`config.mk`:
```
export PLATFORM = sky130hd
export DESIGN_NAME = param_mem_hs
export DESIGN_NICKNAME = d
export VERILOG_FILES = /design/src/rtl/param_mem_hs.sv
export SDC_FILE = /design/constraint.sdc
export NUM_CORES = 1
export LEC_CHECK = 0
export ABC_AREA = 0
export BUFFER_PORTS_ARGS = -buffer_cell sky130_fd_sc_hd__buf_2
export CAP_MARGIN = 40
export CORE_UTILIZATION = 30
export CTS_BUF_LIST = sky130_fd_sc_hd__clkbuf_4 sky130_fd_sc_hd__clkbuf_8
export DETAILED_ROUTE_END_ITERATION = 10
export PLACE_DENSITY = 0.49
export SLEW_MARGIN = 10
export SYNTH_ARGS = -nofsm -noshare
export SYNTH_HDL_FRONTEND = slang
export SYNTH_SLANG_ARGS = --single-unit
```
`constraint.sdc`:
```
create_clock -name clk -period 6.6 [get_ports clk]
set_input_delay 0.66 -clock clk [delete_from_list [all_inputs] [get_ports clk]]
set_output_delay 0.66 -clock clk [all_outputs]
set_load 0.02 [all_outputs]
```
`src/rtl/param_mem_hs.sv`:
```
// Parametrised single-port synchronous RAM with valid/ready requests, byte enables,
// an RD_LAT-cycle read pipe and a zeroing INIT sweep after reset. Optional parity: PARITY_EN.
module param_mem_hs #(
  parameter int DATA_W = 32,
  parameter int DEPTH  = 16,
  parameter int RD_LAT = 2,
  parameter int ADDR_W = (DEPTH > 1) ? $clog2(DEPTH) : 1
) (
  input  logic                clk,
  input  logic                rst_n,
  input  logic                req_valid,
  output logic                req_ready,
  input  logic                req_we,
  input  logic [ADDR_W-1:0]   req_addr,
  input  logic [DATA_W-1:0]   req_wdata,
  input  logic [DATA_W/8-1:0] req_be,
`ifdef PARITY_EN
  input  logic                inj_perr,
  output logic [DATA_W/8-1:0] rsp_perr,
`endif
  output logic                rsp_valid,
  output logic [DATA_W-1:0]   rsp_rdata,
  output logic                init_done
);

  // state   | meaning
  // ST_INIT | sweeping zeros into addr init_cnt, requests not accepted
  // ST_RUN  | normal operation, one request per cycle
  typedef enum logic {ST_INIT, ST_RUN} state_t;

  localparam int                NB      = DATA_W / 8;
  localparam logic [ADDR_W-1:0] LAST    = ADDR_W'(DEPTH - 1);
  localparam logic [ADDR_W:0]   DEPTH_V = (ADDR_W + 1)'(DEPTH);

  state_t            state, state_nxt;
  logic [ADDR_W-1:0] init_cnt, init_cnt_nxt;
  logic              ready_nxt;
  logic              init_we;

  logic              accept, in_range, wr_en, rd_acc;
  logic [DATA_W-1:0] rd_word;
  logic [DATA_W-1:0] mem [DEPTH];

  logic [RD_LAT-1:0] v_pipe;
  logic [DATA_W-1:0] d_pipe [RD_LAT];

  always_comb begin
    state_nxt    = state;
    init_cnt_nxt = init_cnt;
    ready_nxt    = 1'b0;
    init_we      = 1'b0;
    case (state)
      ST_INIT: begin
        init_we = 1'b1;
        if (init_cnt == LAST) begin
          state_nxt = ST_RUN;
          ready_nxt = 1'b1;
        end else begin
          init_cnt_nxt = init_cnt + 1'b1;
        end
      end
      ST_RUN:  ready_nxt = 1'b1;
      default: state_nxt = ST_INIT;
    endcase
  end

  always_ff @(posedge clk or negedge rst_n) begin
    if (!rst_n) begin
      state     <= ST_INIT;
      init_cnt  <= '0;
      req_ready <= 1'b0;
      init_done <= 1'b0;
    end else begin
      state     <= state_nxt;
      init_cnt  <= init_cnt_nxt;
      req_ready <= ready_nxt;
      init_done <= ready_nxt;
    end
  end

  assign accept   = req_valid & req_ready;
  assign in_range = {1'b0, req_addr} < DEPTH_V;
  assign wr_en    = accept & req_we & in_range;
  assign rd_acc   = accept & ~req_we;
  assign rd_word  = in_range ? mem[req_addr] : '0;

  // Storage has no reset; the INIT sweep is what clears it.
  always_ff @(posedge clk) begin
    if (init_we) begin
      mem[init_cnt] <= '0;
    end else if (wr_en) begin
      for (int b = 0; b < NB; b++) begin
        if (req_be[b]) mem[req_addr][8*b +: 8] <= req_wdata[8*b +: 8];
      end
    end
  end

  // Each stage only loads on a valid beat, so the output holds between responses.
  always_ff @(posedge clk or negedge rst_n) begin
    if (!rst_n) begin
      v_pipe <= '0;
      for (int i = 0; i < RD_LAT; i++) d_pipe[i] <= '0;
    end else begin
      v_pipe[0] <= rd_acc;
      if (rd_acc) d_pipe[0] <= rd_word;
      for (int i = 1; i < RD_LAT; i++) begin
        v_pipe[i] <= v_pipe[i-1];
        if (v_pipe[i-1]) d_pipe[i] <= d_pipe[i-1];
      end
    end
  end

  assign rsp_valid = v_pipe[RD_LAT-1];
  assign rsp_rdata = d_pipe[RD_LAT-1];

`ifdef PARITY_EN
  logic [NB-1:0] par [DEPTH];
  logic [NB-1:0] rd_perr;
  logic [NB-1:0] p_pipe [RD_LAT];

  // Stored bit makes each byte-plus-parity even; inj_perr flips it to force a check failure.
  always_ff @(posedge clk) begin
    if (init_we) begin
      par[init_cnt] <= '0;
    end else if (wr_en) begin
      for (int b = 0; b < NB; b++) begin
        if (req_be[b]) par[req_addr][b] <= (^req_wdata[8*b +: 8]) ^ inj_perr;
      end
    end
  end

  always_comb begin
    rd_perr = '0;
    if (in_range) begin
      for (int b = 0; b < NB; b++) rd_perr[b] = (^rd_word[8*b +: 8]) ^ par[req_addr][b];
    end
  end

  always_ff @(posedge clk or negedge rst_n) begin
    if (!rst_n) begin
      for (int i = 0; i < RD_LAT; i++) p_pipe[i] <= '0;
    end else begin
      if (rd_acc) p_pipe[0] <= rd_perr;
      for (int i = 1; i < RD_LAT; i++) begin
        if (v_pipe[i-1]) p_pipe[i] <= p_pipe[i-1];
      end
    end
  end

  assign rsp_perr = p_pipe[RD_LAT-1];
`endif

endmodule

```
==> results of run 1 <==
[routing by layer]
layer  vias to the layer above  global-route usage
li1                       5367                   -
met1                      6240               0.219
met2                       433               0.231
met3                        73              0.0373
met4                         0              0.0384
met5                         -                   0
[path summary, 6_finish.rpt]
check                                  from            to  slack [ns]  depth (start not counted)
worst max-delay path              req_be[0]    mem[2][18]        3.72                          8
worst min-delay path            req_addr[3]    d_pipe[60]        0.43                          4
worst max register to register    init_done    mem[2][18]        3.79                          6
worst min register to register   d_pipe[60]    d_pipe[60]        0.49                          2
max in group asynchronous             rst_n   init_cnt[1]        5.05                          3
min in group asynchronous             rst_n  rsp_rdata[0]        0.52                          2
[cells in the mapped netlist, drive strengths merged, types with 2 or more instances]
library cell,instances
xnor2,2
nor3,64
clkbuf,40
nor2,36
a21oi,26
mux4,62
edfxtp,512
a31oi,31
nor2b,10
a21boi,5
inv,2
buf,76
nand2,57
dfrtp,71
mux2,34
mux2i,139
a22oi,64
nand4,22
and2,36
[kinds of logic (layout without fill, tap and decap cells)]
logic type	count (synthesis)	after routing	synth area share
XOR/XNOR	3	3	0.00114
adder cells (fa/ha/maj)	1	1	0.000541
buffers and inverters	118	332	0.0288
AO/OA/AOI/OAI	126	126	0.0364
flip-flops	583	583	0.742
AND/OR/NAND/NOR	229	229	0.0510
multiplexers	235	235	0.140
[registers in the layout, indices dropped and copies added, names as in the netlist]
register	count
rsp_rdata	32
init_cnt	4
mem	512
v_pipe	2
d_pipe	32
init_done	1
[final cells by class]
cell class	count	area [um^2]
repair buffers	157	1060
multi-input cells	594	5350
clock buffers	139	1700
flip-flops and latches	583	17200
fillers	7243	49300
inverters	2	7.51
well taps	1030	1290
clock inverters	34	229
[cell usage in the layout, fill, tap and decap left out, drive strengths merged, types with 3 or more instances in the layout]
| master | n |
|---|---|
| bufinv | 3 |
| nand4 | 22 |
| a21oi | 26 |
| nor2 | 36 |
| edfxtp | 512 |
| mux2i | 139 |
| a22oi | 64 |
| inv | 3 |
| mux2 | 34 |
| clkinv | 28 |
| dfrtp | 71 |
| nor2b | 10 |
| a21boi | 5 |
| clkbuf | 139 |
| buf | 156 |
| and2 | 36 |
| nand2 | 57 |
| mux4 | 62 |
| nor3 | 64 |
| a31oi | 31 |
[worst max-delay path, cell delays in order]
cell     delay (ns)
buf_2          0.11
or4_1          0.50
and3_2         0.34
buf_12         0.22
mux2i_4        0.24
buf_4          0.27
nor3_1         0.63
buf_4          0.26
[stage by stage]
stage | utilization | cell area (um^2)
global placement | 0.321 | 24400
detailed placement | 0.326 | 24800
floorplan | - | 23100
global route | 0.352 | 26800
finish | 0.352 | 26800
CTS | 0.352 | 26800
[report_power, final]
part	internal [mW]	leakage, nW	switching (mW)
combinational	0.187	2.64	0.339
clock	1.76	1.02	1.41
sequential	4.09	6.38	0.0518
[repair_timing]
action | CTS | global route
endpoints found under the hold margin | 39 | 0
gates resized for setup | 0 | 0
hold buffers | 1 | 0
==> results.py, run 1 <==
metrics = {
    "run_status": {
        "status": "completed",
    },
    "setup_path": {
        "crit_arrival_ns": 3.25,
        "critical_path_class": "input pin to register",
        "startpoint_type": "input pin",
        "critical_path_required_ns": 6.97,
        "end_kind": "register",
        "path_max_fanout": 24,
    },
    "global_routing": {
        "grt_pass1_vias": 12475,
        "grt_pass1_wl_mm": 86.3,
        "grt_max_degree": 53,
        "antenna_found_initial": 0,
        "grt_overflow": 0,
        "grtUsageTotal": 0.152,
    },
    "yosys": {
        "synth_top_area_frac": 0.665,
        "synth_top_area_cell": "edfxtp_1",
        "ys_ff_latch": 583,
        "synth_cells": 1295,
        "synth_area_leaders": "edfxtp_1 66%, dfrtp_1 7.7%, mux4_2 6.0%",
        "ys.flop_type": "edfxtp_1",
        "syn-mean-instance-area_um2": 17.9,
        "seq_area_frac_synth": 0.742,
        "synth_edf_count": 512,
        "async_reset_ff_frac": 0.122,
        "syn_nets": 1340,
        "ys_warn_count": 0,
        "synth_area_um2": 23100,
        "synth_cell_type_count": 35,
    },
    "flow_run": {
        "drv_cap": 0,
    },
    "timing": {
        "worst_slack_ns": 3.72,
        "tightest_slew_ns": 0.780,
        "fin_crit_sh": 0.436,
        "rsz0062_at_grt": "no",
        "hold_viol": 0,
        "fin_setup_tns_ns": 0,
        "hold_ws_ns": 0.431,
        "timing.slew.headroom": 0.469,
        "fmax_mhz": 347,
        "clock_skew_ns": 0.0344,
        "finalMaxSlewViolations": 0,
        "fin_crit_ns": 2.88,
        "setup_viol": 0,
    },
    "floorplanning": {
        "coreArea_um2": 76100,
        "dieArea_um2": 78200,
        "io_pins": 79,
        "die_h_um": 280,
        "die_x_um": 280,
        "start_util": 0.304,
        "rows": 101,
    },
    "placement": {
        "hpwl_mm": 37.1,
        "place_inst": 2363,
        "gp_congestion": 0.773,
        "pre_cts_ws_ns": 2.92,
        "portBuffers": 78,
    },
    "layout": {
        "syn_to_final_growth_pct": 15.8,
        "diodes": 0,
        "fin_nets": 1477,
        "fin_cells": 2539,
        "drive_gt1_frac": 0.287,
    },
    "drt": {
        "drc": 0,
        "dr.max_layer_used": "met4",
        "num_vias": 12113,
        "initialDrtViolationCount": 937,
        "wl_per_cell_um": 23.1,
        "totalWireLength_mm": 58.8,
        "vias_per_cell": 4.77,
        "detail-route-antenna-nets": 0,
        "wl_met3_mm": 4.00,
        "wl_met2_mm": 26.6,
        "wl_met1_mm": 27.2,
        "dr.pass1.iters": 5,
    },
    "pwr": {
        "p_leak_nw": 10.0,
        "power.total_mw": 7.84,
        "powerDensity_nw_per_um2": 293,
        "ir_worst_vdd_v": 0.000115,
    },
    "clocking": {
        "cts-root-buf": "clkbuf_8",
        "cts_buffers": 94,
        "clock-sinks": 583,
        "clockBufferDepth": 3,
        "clk_pin_slew_ns": 0.06,
        "clock_latency_ns": 0.68,
        "cts_tree": "built",
        "post_cts_buffers": 0,
        "htreeDepth": 3,
    },
    "worst_hold_path": {
        "hold_path.class": "input pin to register",
    },
}
(Power assumes the default switching activity.)
==> run 2, diff against run 1 <==
--- a/config.mk
+++ b/config.mk
@@ -11,7 +11,7 @@
 export CORE_UTILIZATION = 30
 export CTS_BUF_LIST = sky130_fd_sc_hd__clkbuf_4 sky130_fd_sc_hd__clkbuf_8
 export DETAILED_ROUTE_END_ITERATION = 10
-export PLACE_DENSITY = 0.49
+export PLACE_DENSITY = 0.51
 export SLEW_MARGIN = 10
 export SYNTH_ARGS = -nofsm -noshare
 export SYNTH_HDL_FRONTEND = slang
==> constraint.sdc (replaced) <==
create_clock -name clk -period 2.6 [get_ports clk]
set_input_delay 0.26 -clock clk [delete_from_list [all_inputs] [get_ports clk]]
set_output_delay 0.26 -clock clk [all_outputs]
set_load 0.02 [all_outputs]
==> results.py, run 2 (synthesis results as in run 1) <==
metrics = {
    "clocking": {
        "clock-sinks": 583,
        "cts_buffers": 92,
        "cts-root-buf": "clkbuf_8",
        "clock_latency_ns": 0.69,
        "clk_pin_slew_ns": 0.06,
        "cts_tree": "built",
        "clockBufferDepth": 3,
        "htreeDepth": 3,
        "cts_resized": 0,
    },
    "timing": {
        "fin_crit_sh": 0.848,
        "worst_slack_ns": 0.396,
        "finalMaxSlewViolations": 0,
        "hold_viol": 0,
        "tightest_slew_ns": 0.874,
        "clock_skew_ns": 0.0293,
        "fin_crit_ns": 2.20,
        "rsz0062_at_grt": "no",
        "fmax_mhz": 454,
        "timing.slew.headroom": 0.405,
        "setup_viol": 0,
    },
    "drt": {
        "num_vias": 12173,
        "initialDrtViolationCount": 817,
        "drc": 0,
        "detail-route-antenna-nets": 0,
        "totalWireLength_mm": 58.2,
        "dr.pass1.iters": 7,
        "vias_per_cell": 4.72,
        "wl_per_cell_um": 22.6,
    },
    "setup_path": {
        "critical_path_required_ns": 3.03,
        "path_max_fanout": 16,
        "startpoint_type": "register",
        "critical_path_class": "register to register",
        "crit_arrival_ns": 2.63,
        "end_kind": "register",
    },
    "pwr": {
        "ir_worst_vdd_v": 0.000351,
        "powerDensity_nw_per_um2": 724,
        "p_leak_nw": 10.2,
    },
    "floorplanning": {
        "dieArea_um2": 78200,
        "rows": 101,
        "die_h_um": 280,
        "die_x_um": 280,
        "io_pins": 79,
        "start_util": 0.304,
        "coreArea_um2": 76100,
    },
    "placement": {
        "pre_cts_ws_ns": -0.0201,
        "post_dp_cell_area_um2": 25300,
        "hpwl_mm": 36.4,
        "gp_congestion": 0.757,
        "portBuffers": 78,
    },
    "flow_run": {
        "drv_cap": 0,
    },
    "layout": {
        "largest_register_ffs": 512,
        "diodes": 0,
        "mostFrequentLayoutCells": "512 x edfxtp_1, 132 x mux2i_1, 106 x buf_4",
        "utilization": 0.357,
        "syn_to_final_growth_pct": 17.4,
        "final_common_cell": "edfxtp_1",
        "drive_gt1_frac": 0.306,
        "top_register": "mem",
        "fin_nets": 1517,
        "design_area_um2": 27100,
    },
    "global_routing": {
        "antenna_found_initial": 2,
        "grt_pass1_wl_mm": 85.9,
        "grt_max_degree": 36,
        "grtUsageTotal": 0.151,
        "grt_pass1_vias": 12855,
        "grt_overflow": 0,
    },
    "run_status": {
        "status": "completed",
    },
    "worst_hold_path": {
        "hold_path.class": "input pin to register",
    },
}
-- run 2: changes by cell type in the layout (fill, tap and decap cells not counted), sizes merged --
cell,delta
clkinv,+6
clkbuf,-12
clkinvlp,+2
buf,+42
inv,+1
-- run 2: final timing paths --
path	start	to	slack, ns	depth (start not counted)
worst max-delay path	init_done	mem[8][27]	0.40	5
worst min-delay path	req_we	d_pipe[34]	0.11	5
worst max register to register	init_done	mem[8][27]	0.40	5
worst min register to register	d_pipe[53]	rsp_rdata[21]	0.50	1
max in group asynchronous	rst_n	d_pipe[46]	1.75	3
min in group asynchronous	rst_n	d_pipe[59]	0.13	2
-- run 2: timing repair --
| action | in CTS | in global routing |
|---|---|---|
| hold buffers | 1 | 0 |
| setup buffers | 0 | 0 |
| setup endpoints to repair | 0 | 0 |
| endpoints found under the hold margin | 30 | 0 |
-- run 2: area by class of cell --
class	instances	area, um^2
inverters	2	7.51
clock buffers	127	1560
repair buffers	199	1520
flip-flops and latches	583	17200
well taps	1030	1290
clock inverters	43	284
multi-input cells	594	5330
fillers	7246	48900
-- run 2: worst max-delay path: stages (launching register included) --
cell,delay (ns)
dfrtp_1,0.36
and3_2,0.32
buf_12,0.18
mux2i_4,0.74
nor3_1,0.14
buf_4,0.20
-- run 2: power breakdown --
| group | internal [mW] | leakage, nW | switching, mW |
|---|---|---|---|
| Clock | 4.20 | 0.976 | 3.60 |
| Sequential | 10.4 | 6.38 | 0.121 |
| Combinational | 0.505 | 2.87 | 0.870 |
| Total | 15.1 | 10.2 | 4.59 |
-- run 2: per-layer routing --
layer | routed length (um) | track usage | vias up
met3 | 3190 | 0.0322 | 100
met4 | 1240 | 0.0422 | 0
met5 | 0 | 0 | -
met2 | 27400 | 0.239 | 347
li1 | - | - | 5455
met1 | 26300 | 0.209 | 6271
-- run 2: metrics by stage --
stage / hold WS (ns) / TNS, ns / cells / power (mW)
2_1_floorplan: -0.0356 / -0.0292 / 1295 / 11.6
3_3_place_gp: 0.307 / -8.34 / 2406 / 12.1
3_5_place_dp: 0.314 / -0.233 / 2407 / 12.1
4_1_cts: 0.0587 / 0 / 2578 / 19.9
5_1_grt: 0.124 / 0 / 2578 / 20.4
6_report: 0.107 / 0 / 2578 / 19.7
==> run 3, diff against run 2 <==
--- a/config.mk
+++ b/config.mk
@@ -5,7 +5,7 @@
 export SDC_FILE = /design/constraint.sdc
 export NUM_CORES = 1
 export LEC_CHECK = 0
-export ABC_AREA = 0
+export ABC_AREA = 1
 export BUFFER_PORTS_ARGS = -buffer_cell sky130_fd_sc_hd__buf_2
 export CAP_MARGIN = 40
 export CORE_UTILIZATION = 30
==> constraint.sdc (replaced) <==
create_clock -name clk -period 1.85 [get_ports clk]
set_input_delay 0.185 -clock clk [delete_from_list [all_inputs] [get_ports clk]]
set_output_delay 0.185 -clock clk [all_outputs]
set_load 0.02 [all_outputs]
==> results.py, run 3 <==
metrics = {
    "run_status": {
        "status": "complete, but fails checks",
        "violations": "negative setup slack",
    },
    "drt": {
        "num_vias": 16290,
        "detail-route-antenna-nets": 0,
        "vias_per_cell": 4.72,
        "totalWireLength_mm": 69.5,
        "initialDrtViolationCount": 1378,
        "wl_per_cell_um": 20.2,
        "dr.pass1.iters": 5,
        "drc": 0,
    },
    "yosys": {
        "synth_cell_type_count": 24,
        "synth_cells": 2133,
        "synth_most_common_cell": "nand2_1",
        "synth.top_cells.by_count": "781 x nand2_1, 512 x edfxtp_1, 393 x nand3_1",
        "synth_xor_area_frac": 0.00108,
        "seq_area_frac_synth": 0.708,
        "synth_top_area_cell": "edfxtp_1",
        "synth_top_area_frac": 0.635,
        "synth_area_um2": 24200,
        "async_reset_ff_frac": 0.122,
        "syn-mean-instance-area_um2": 11.4,
        "synthAdderAreaFrac": 0.000517,
        "synth_compound_area_frac": 0.00238,
        "ys.flop_type": "edfxtp_1",
        "synth_area_leaders": "edfxtp_1 63%, nand2_1 12%, nand3_1 8.1%",
        "yosys.area_share.simple": 0.228,
        "muxShareOfSynthArea": 0.0149,
        "ys_ff_latch": 583,
        "ys_warn_count": 0,
        "synth_top_family_by_area": "simple AND/OR/NAND/NOR gates",
        "syn_nets": 2178,
        "synth_edf_count": 512,
    },
    "timing": {
        "finalMaxSlewViolations": 0,
        "fin_crit_sh": 1.13,
        "clock_skew_ns": 0.0320,
        "worst_slack_ns": -0.237,
        "tightest_slew_ns": 0.707,
        "fmax_mhz": 479,
        "rsz0062_at_grt": "yes",
        "fin_crit_ns": 2.09,
        "setup_viol": 1024,
        "hold_viol": 0,
        "timing.slew.headroom": 0.527,
    },
    "clocking": {
        "htreeDepth": 3,
        "cts_buffers": 96,
        "clockBufferDepth": 3,
        "clk_pin_slew_ns": 0.07,
        "clock-sinks": 583,
        "clock_latency_ns": 0.68,
        "cts_tree": "built",
        "cts-root-buf": "clkbuf_8",
    },
    "placement": {
        "portBuffers": 78,
        "place_inst": 3235,
        "pre_cts_ws_ns": -0.326,
        "post_dp_cell_area_um2": 26900,
        "hpwl_mm": 42.5,
        "gp_congestion": 0.821,
    },
    "global_routing": {
        "antenna_found_initial": 3,
        "grt_pass1_vias": 16743,
        "grt_max_degree": 76,
        "grt_pass1_wl_mm": 104,
        "grt_overflow": 0,
        "grtUsageTotal": 0.172,
    },
    "layout": {
        "design_area_um2": 30200,
        "mostFrequentLayoutCells": "774 x nand2_1, 512 x edfxtp_1, 391 x nand3_1",
        "fin_nets": 2363,
        "top_register": "mem",
        "fin_cells": 3449,
        "drive_gt1_frac": 0.219,
        "syn_to_final_growth_pct": 24.7,
        "final_common_cell": "nand2_1",
        "largest_register_ffs": 512,
    },
    "setup_path": {
        "critPathLaunch": "init_done",
        "worstRegToRegCells": 12,
        "end_kind": "register",
        "critical_path_required_ns": 2.22,
        "path_max_fanout": 8,
        "critical_path_class": "register to register",
        "crit_arrival_ns": 2.46,
        "startpoint_type": "register",
        "worstReg2RegStart": "init_done",
        "r2r_slack_ns": -0.24,
        "rr_endpoint": "mem[1][10]",
    },
    "pwr": {
        "ir_worst_vdd_v": 0.000449,
        "power.total_mw": 30.0,
        "p_leak_nw": 12.1,
        "powerDensity_nw_per_um2": 995,
    },
    "floorplanning": {
        "start_util": 0.305,
        "die_x_um": 286,
        "dieArea_um2": 81900,
        "die_h_um": 286,
        "io_pins": 79,
        "rows": 103,
        "coreArea_um2": 79400,
    },
    "worst_hold_path": {
        "hold_depth": 4,
        "min_to": "mem[7][7]",
        "hold_path.class": "input pin to register",
        "min_from": "req_wdata[7]",
    },
    "flow_run": {
        "drv_cap": 0,
    },
}
run 3: per-layer routing:
layer,vias up,share of wire,global-route usage
met5,-,0.00040,0
met4,4,0.027,0.0606
met3,115,0.057,0.0276
met2,515,0.48,0.281
met1,7982,0.44,0.230
li1,7674,-,-
run 3: worst max-delay path by stage:
| stage | end | cells after the start | slack (ns) |
|---|---|---|---|
| after detailed placement | mem[11][19] | 10 | -0.33 |
| final | mem[1][10] | 12 | -0.24 |
| after CTS | mem[14][16] | 12 | -0.20 |
| after floorplan | mem[10][0] | 9 | -0.24 |
| after global placement | mem[11][18] | 10 | -0.31 |
| after global routing | mem[12][10] | 11 | -0.30 |
run 3: stage by stage:
stage          utilization  setup TNS (ns)  hold slack, ns
2_1_floorplan            -          -84.07          -0.111
3_3_place_gp         0.339         -152.93          0.0644
3_5_place_dp         0.339         -177.73          0.0648
4_1_cts              0.379          -56.87        0.000686
5_1_grt              0.380         -197.28          0.0171
6_report             0.381         -126.25          0.0313
run 3: worst max-delay path: stages, from the launching register on:
cell,delay (ns)
dfrtp_2,0.42
nand2_4,0.11
nor2_8,0.06
o21ai_4,0.12
nand2_4,0.13
nand2_2,0.11
nand2_4,0.07
nor2_4,0.16
buf_4,0.13
buf_6,0.10
nand2_8,0.10
nor2_4,0.11
buf_6,0.14
run 3: power by group:
group	switching, mW	internal (mW)	total, mW
Sequential	0.127	14.6	14.8
Clock	5.22	7.09	12.3
Combinational	1.92	1.04	2.96
Total	7.27	22.8	30.0
run 3: area by class of cell:
class / count / area [um^2]
Antenna cell: 2 / 5.00
Clock buffer: 130 / 1620
Clock inverter: 47 / 478
Fill cell: 7712 / 49200
Inverter: 46 / 193
Multi-Input combinational cell: 1351 / 6710
Sequential cell: 583 / 17200
Tap cell: 1050 / 1310
Timing Repair Buffer: 240 / 2740
run 3: what timing repair did:
action,in CTS,in global routing
endpoints found under the hold margin,127,0
resized for setup,150,19
hold buffers,10,0
gates cloned,8,0
setup endpoints to repair,1023,938
setup buffers,16,3
pin swaps,20,8
run 3: cell families (layout without fill, tap and decap cells):
group,Yosys count,in the layout
and+or+nand+nor,1305,1306
adders and majority gates,1,1
DFF,583,583
xor gates and xnor gates,3,3
buffers and inverters,202,463
muxes,32,32
other,0,2
AOI/OAI and AO/OA,7,9
